[src/rtl/regime_pkg.sv]
// Shared codes, scheduler states and helpers for the regime scheduler.
package regime_pkg;

    localparam logic [1:0] CODE_OFF    = 2'd0;
    localparam logic [1:0] CODE_ELIST  = 2'd1;
    localparam logic [1:0] CODE_CNT    = 2'd2;
    localparam logic [1:0] CODE_UPDATE = 2'd3;

    localparam int TIMEOUT_DEFAULT = 64;

    typedef enum logic [1:0] {
        S_IDLE,
        S_ISSUE,
        S_ACCEPT,
        S_DRAIN
    } sched_state_t;

    // Index successor modulo 3 (requester order 0 -> 1 -> 2 -> 0).
    function automatic logic [1:0] rr_next(input logic [1:0] i);
        return (i >= 2'd2) ? 2'd0 : i + 2'd1;
    endfunction

    // Requester i drives regime code i+1.
    function automatic logic [1:0] code_of(input logic [1:0] idx);
        return idx + 2'd1;
    endfunction

endpackage

[src/rtl/rr_arb3.sv]
// Three-way round-robin arbiter; the pointer moves past the winner on advance.
module rr_arb3
    import regime_pkg::*;
(
    input  logic       clk,
    input  logic       rst,
    input  logic [2:0] req,
    input  logic       advance,
    output logic [2:0] win_oh,
    output logic [1:0] win_idx
);

    logic [1:0] ptr;
    logic [1:0] c0, c1, c2;

    assign c0 = ptr;
    assign c1 = rr_next(c0);
    assign c2 = rr_next(c1);

    always_comb begin
        win_idx = c2;
        if (req[c0]) begin
            win_idx = c0;
        end else if (req[c1]) begin
            win_idx = c1;
        end
    end

    assign win_oh = (|req) ? (3'b001 << win_idx) : 3'b000;

    always_ff @(posedge clk or posedge rst) begin
        if (rst) begin
            ptr <= 2'd0;
        end else if (advance && (|req)) begin
            ptr <= rr_next(win_idx);
        end
    end

endmodule

[src/rtl/regime_scheduler.sv]
// Shares the timer/counter controller between ELIST, CNT and UPDATE requesters,
// sequencing on/start against regime/active with a watchdog on every wait.
module regime_scheduler
    import regime_pkg::*;
#(
    parameter int TIMEOUT = TIMEOUT_DEFAULT,
    parameter int CNT_W   = 8
) (
    input  logic             clk,
    input  logic             rst,
    input  logic [2:0]       req,
    input  logic [CNT_W-1:0] cnt_len,
    input  logic             err_clr,
    input  logic [1:0]       regime,
    input  logic             active,
    output logic [1:0]       on,
    output logic             start,
    output logic [2:0]       gnt,
    output logic [2:0]       done,
    output logic             busy,
    output logic             err,
    output logic [1:0]       err_code
);

    localparam int WD_W = $clog2(TIMEOUT + 1);
    localparam logic [WD_W-1:0] WD_LOAD = WD_W'(TIMEOUT - 1);

    sched_state_t state, state_d;

    logic [1:0]       idx, idx_d;
    logic [1:0]       cur_code;
    logic [CNT_W-1:0] len, len_d;
    logic [CNT_W-1:0] cnt, cnt_d;
    logic [WD_W-1:0]  wdog;
    logic             wd_dec;
    logic             advance;
    logic [2:0]       win_oh;
    logic [1:0]       win_idx;

    logic [1:0] on_d;
    logic       start_d;
    logic [2:0] gnt_d;
    logic [2:0] done_d;
    logic       err_d;
    logic [1:0] err_code_d;

    assign cur_code = code_of(idx);

    rr_arb3 u_arb (
        .clk     (clk),
        .rst     (rst),
        .req     (req),
        .advance (advance),
        .win_oh  (win_oh),
        .win_idx (win_idx)
    );

    always_ff @(posedge clk or posedge rst) begin
        if (rst) begin
            state <= S_IDLE;
        end else begin
            state <= state_d;
        end
    end

    always_comb begin
        state_d    = state;
        idx_d      = idx;
        len_d      = len;
        cnt_d      = cnt;
        on_d       = CODE_OFF;
        start_d    = 1'b0;
        gnt_d      = gnt;
        done_d     = 3'b000;
        err_d      = err_clr ? 1'b0 : err;
        err_code_d = err_clr ? CODE_OFF : err_code;
        advance    = 1'b0;
        wd_dec     = 1'b0;

        case (state)
            S_IDLE: begin
                if ((|req) && (regime == CODE_OFF)) begin
                    state_d = S_ISSUE;
                    advance = 1'b1;
                    idx_d   = win_idx;
                    gnt_d   = win_oh;
                    on_d    = code_of(win_idx);
                    len_d   = (cnt_len == '0) ? CNT_W'(1) : cnt_len;
                end
            end
            S_ISSUE: begin
                wd_dec = 1'b1;
                on_d   = cur_code;
                if (regime == cur_code) begin
                    state_d = S_ACCEPT;
                    on_d    = CODE_OFF;
                    start_d = (cur_code != CODE_UPDATE);
                    cnt_d   = len;
                end
            end
            S_ACCEPT: begin
                case (cur_code)
                    CODE_ELIST: begin
                        wd_dec = 1'b1;
                        if (active) begin
                            state_d = S_DRAIN;
                        end else begin
                            start_d = 1'b1;
                        end
                    end
                    CODE_CNT: begin
                        // cnt holds the remaining high cycles including the current one.
                        if (cnt <= CNT_W'(1)) begin
                            state_d = S_DRAIN;
                        end else begin
                            start_d = 1'b1;
                            cnt_d   = cnt - CNT_W'(1);
                        end
                    end
                    default: state_d = S_DRAIN;
                endcase
            end
            S_DRAIN: begin
                wd_dec = 1'b1;
                if (regime == CODE_OFF) begin
                    state_d = S_IDLE;
                    done_d  = gnt;
                    gnt_d   = 3'b000;
                end
            end
            default: state_d = S_IDLE;
        endcase

        // Expiry overrides everything, including a same-cycle err_clr.
        if (wd_dec && (state_d == state) && (wdog == '0)) begin
            state_d    = S_IDLE;
            on_d       = CODE_OFF;
            start_d    = 1'b0;
            gnt_d      = 3'b000;
            done_d     = 3'b000;
            err_d      = 1'b1;
            err_code_d = cur_code;
        end
    end

    always_ff @(posedge clk or posedge rst) begin
        if (rst) begin
            idx      <= 2'd0;
            len      <= '0;
            cnt      <= '0;
            wdog     <= '0;
            on       <= CODE_OFF;
            start    <= 1'b0;
            gnt      <= 3'b000;
            done     <= 3'b000;
            busy     <= 1'b0;
            err      <= 1'b0;
            err_code <= CODE_OFF;
        end else begin
            idx      <= idx_d;
            len      <= len_d;
            cnt      <= cnt_d;
            on       <= on_d;
            start    <= start_d;
            gnt      <= gnt_d;
            done     <= done_d;
            busy     <= (state_d != S_IDLE);
            err      <= err_d;
            err_code <= err_code_d;
            if (state_d != state) begin
                wdog <= WD_LOAD;
            end else if (wd_dec) begin
                wdog <= wdog - WD_W'(1);
            end
        end
    end

endmodule

[config.mk]
export PLATFORM = sky130hd
export DESIGN_NAME = regime_scheduler
export DESIGN_NICKNAME = d
export VERILOG_FILES = /design/src/rtl/regime_pkg.sv /design/src/rtl/rr_arb3.sv /design/src/rtl/regime_scheduler.sv
export SDC_FILE = /design/constraint.sdc
export NUM_CORES = 1
export LEC_CHECK = 0
export CORE_ASPECT_RATIO = 0.9
export CORE_MARGIN = 1
export CORE_UTILIZATION = 55
export CTS_BUF_LIST = sky130_fd_sc_hd__clkbuf_8
export DETAILED_ROUTE_END_ITERATION = 10
export HOLD_SLACK_MARGIN = 0.1
export PLACE_DENSITY = 0.79
export REMOVE_ABC_BUFFERS = 1
export SLEW_MARGIN = 40
export SYNTH_ARGS = -nofsm -noshare
export SYNTH_HDL_FRONTEND = slang
export SYNTH_SLANG_ARGS = --single-unit
export TNS_END_PERCENT = 20
[constraint.sdc]
create_clock -name clk -period 7 [get_ports clk]
set_input_delay 1.4 -clock clk [delete_from_list [all_inputs] [get_ports clk]]
set_output_delay 1.4 -clock clk [all_outputs]
set_load 0.02 [all_outputs]
==> results.md <==
- STA classifies the critical path endpoint as a flop.
- The most used flip-flop cell after synthesis is dfrtp_1.
- The number of antenna cells inserted is 0.
- The endpoint of the most critical register-to-register path is gnt[0].
- The first global-routing pass estimated 8.37 mm of wire.
- For this design, the sink count on the clock tree is 42.
- Hold repair after CTS inserted 0 buffers.
- Each instance of the synthesized netlist takes up on average around 10 um2.
- The aggregate global routing overflow is 0.
- The clock edge transition at the registers on the reported setup and hold paths is around 0.080 ns.
- The count of cell types in the netlist is 58.
- The total length of routed wires is a little under 5 mm.
- The number of maximum-capacitance violations is 0.
- The post-route standard cell area excluding fillers is approximately 0.0028 mm2.
- The master of the slowest instance on the critical path is a2111oi_4.
- The flop and latch count out of synthesis is between 40 and 50.
- In this run the deepest clock path goes through 2 buffers.
- The family with the most delay on the worst path is simple AND/OR/NAND/NOR gates.
- The final net count is just over 300.
- The kind of critical path is in2reg.
- The HPWL after detailed placement is between 3 and 4 mm.
- Of the cells placed in the final design, the portion with a size suffix greater than 1 is 0.121.
- Together, buffers and inverters on the worst path number 1.
- Row generation in the floorplan step produced 22 rows.
- The maximum net fanout on the critical path is 23.
- For this run, design rule violations remaining after detail routing come to 0.
- Based on the critical path, the design can be clocked at up to 266 MHz.
- After synthesis the cells add up to 0.00241 mm2.
- At the pin with the least slew margin, the transition time is approximately 0.73 ns.
- The layout-stage area growth over the synthesis result is 17.2%.
- The core outline area is between 0.004 and 0.005 mm2.
- The count of cells resized by post-cts repair is 0.
- The final-layout setup total negative slack is 0 ns.
- Across the VDD grid, the largest voltage drop is around 220 uV.
- At the end of routability-driven placement, the weighted congestion stood at 0.903.
- The floorplan step set the die height to roughly 65 um.
- The share of the clock period used by the worst path is 0.536.
- Summed over all cells, the static leakage comes to between 1 and 1.5 nW.
- Counting flops with an async set or reset pin after synthesis yields a share of 1.00.
- The worst hold path terminates at len[0].
- Dividing the detail-routed via count by the number of cells gives between 5 and 6.
- The share of synthesized area occupied by flip-flops and latches is 0.436.
- TritonCTS built the clock tree.
- The startpoint of the most critical hold path is len[0].
- Hold is met by ~0.5 ns.
- The count of TritonRoute iterations in the first routing pass is 4.
- The worst hold path stage count is 2.
- The setup fix buffers added after clock tree synthesis is 0.
- The number of port buffers is 29.
- Traced cell by cell, the critical path runs through clkdlybuf4s50_1 > or3_1 > nand3_2 > a31oi_1 > a2111oi_4 > nand2_2 > a32o_1.
- The starting density of the core is 0.584.
- The number of pins with negative max-slew slack in the final report was 0.
- The hold violation count in the final report is 0.
- At the worst endpoint, the required time is between 7 and 8 ns.
- By count the netlist is led by dfrtp_1 (42), nand2_1 (22), o21ai_0 (21), inv_1 (18), ha_1 (15).
- The placed cell area is 0.00274 mm2.
- The tree is rooted in a clkbuf_8.
- The reg-to-reg critical path startpoint is state[0].
- The number of clock buffers added by TritonCTS is 5.
- Entering global routing, the biggest net connects between 40 and 50 pins.
- The clock period could shrink to ~3.8 ns.
- The routed length per placed instance is ~15 um.
- The leading cell type by number of instances after synthesis is dfrtp_1.
- The die footprint is 0.00465 mm2.
- Between clock sinks in the finished design, the worst skew comes to 0.00446 ns.
- The detail route stage leaves a number of antenna-violating nets equal to 0.
- The synthesized design contains 0 enable-type register cells.
- The number of antenna violations at the first check in global routing is 0.
- The clock latency reported for the late side of the worst-skew pair is approximately 0.29 ns.
- The run finished with clean final reports.
- The final setup violation count is 0.
- The number of global-route vias before repair was around 1.8k.
- The first routing iteration left ~170 violations.
- Across all layers, the routed design uses roughly 1.9k vias.
- After synthesis, the cell types taking the most area are dfrtp_1 (44%), ha_1 (7.8%), o21ai_0 (4.4%).
- The leading area contributor after synthesis is dfrtp_1.
- After technology mapping, the gate count stands at 241.
- In this run the power density over the cells is about 370 mW/mm2.
- In this run the register-to-register setup slack is between 3 and 4 ns.
- Headroom to the max-slew limit came out at 0.509.
- Data on the critical path arrives at its endpoint at 3.93 ns.
- The overall routing resource usage is 0.233.
- The H-tree generated during clock tree synthesis spans 2 levels.
- The horizontal extent of the die is ~72 um.
- Of the post-synthesis cell area, the dominant cell type holds 0.436.
- The total I/O pin count is 30.
- Setup repair after global routing left no endpoint under its margin.
- The delay of the slowest cell on the worst path is 0.54 ns.
- The cell count of the worst reg-to-reg path is 8.
- The worst min-delay path category is reg2reg.
- The type of origin of the critical path is an input port.
- The count of warnings emitted by yosys is 0.
==> metal layers <==
metal / GRT usage / wire (um)
met1: 0.334 / 2400
met2: 0.366 / 2180
met3: 0.0451 / 273
met4: 0.0564 / 42
met5: 0 / 0
==> worst reg2reg max path: cells and delay by family, from the launching register on <==
kind                     cells  cell delay [ns]
AND/OR/NAND/NOR              4             0.98
AO/OA/AOI/OAI                2             0.88
adder cells (fa/ha/maj)      1             0.60
flip-flops                   1             0.50
buffers and inverters        1             0.13
==> through the flow <==
step           setup WS, ns  total power [mW]  instances  utilization
6_report               3.25              1.05        320        0.684
5_1_grt                3.02              1.14        320        0.684
4_1_cts                2.92              1.05        320        0.683
3_5_place_dp           2.62             0.900        313        0.664
3_3_place_gp           2.71             0.889        313        0.664
2_1_floorplan          3.44             0.752        234            -
==> where the power goes <==
part / internal [mW] / leakage [nW] / switching (mW)
Combinational: 0.219 / 0.694 / 0.277
Clock: 0.0670 / 0.0438 / 0.0811
Sequential: 0.324 / 0.514 / 0.0821
==> registers in the layout (all words and copies together), names as in the netlist <==
signal,cells
u_arb.c0,2
wdog,7
idx,2
len,8
on,2
cnt,8
busy,1
gnt,3
start,1
err,1
done,3
err_code,2
state,2
==> logic make-up (layout without fill, tap and decap cells) <==
group / Yosys count / after routing / synth area share
buffers and inverters: 26 / 57 / 0.0436
adders and majority gates: 15 / 15 / 0.0779
DFF: 42 / 42 / 0.436
xor gates and xnor gates: 7 / 7 / 0.0254
and+or+nand+nor: 74 / 74 / 0.183
muxes: 11 / 11 / 0.0504
AOI/OAI and AO/OA: 66 / 66 / 0.183
==> worst max-delay path by stage <==
stage / to / slack (ns) / startpoint / cells after the start
after floorplan: gnt[0] / 3.44 / req[0] / 6
after global placement: gnt[1] / 2.71 / req[0] / 7
after detailed placement: gnt[0] / 2.62 / req[0] / 7
after CTS: gnt[0] / 2.92 / req[0] / 7
after global routing: gnt[0] / 3.02 / req[0] / 7
final: gnt[0] / 3.25 / req[0] / 7
==> final cells by class <==
| class | instances | area, um2 |
|---|---|---|
| fillers | 334 | 1300 |
| multi-input cells | 173 | 1260 |
| flip-flops and latches | 42 | 1050 |
| repair buffers | 31 | 305 |
| inverters | 19 | 71.3 |
| clock buffers | 5 | 68.8 |
| well taps | 48 | 60.1 |
| clock inverters | 2 | 10.0 |
==> layout by cell type (no fill, tap or decap), types with 3 or more instances in the layout <==
cell type / synthesis / final
nand2_1: 22 / 22
nor2_1: 9 / 9
xor2_1: 4 / 4
mux2_2: 9 / 9
clkbuf_8: 0 / 5
nand2b_1: 5 / 5
and4_2: 3 / 3
nand3_1: 5 / 4
nand4_1: 4 / 4
ha_1: 15 / 15
o21ai_0: 21 / 21
nor3_1: 5 / 5
inv_1: 18 / 18
a21oi_1: 14 / 14
clkdlybuf4s50_1: 0 / 29
dfrtp_1: 42 / 42
a31oi_1: 3 / 3
o22ai_1: 4 / 4
xnor2_1: 3 / 3
o21a_1: 3 / 3
No activity file was read; power rests on OpenSTA's default activity.
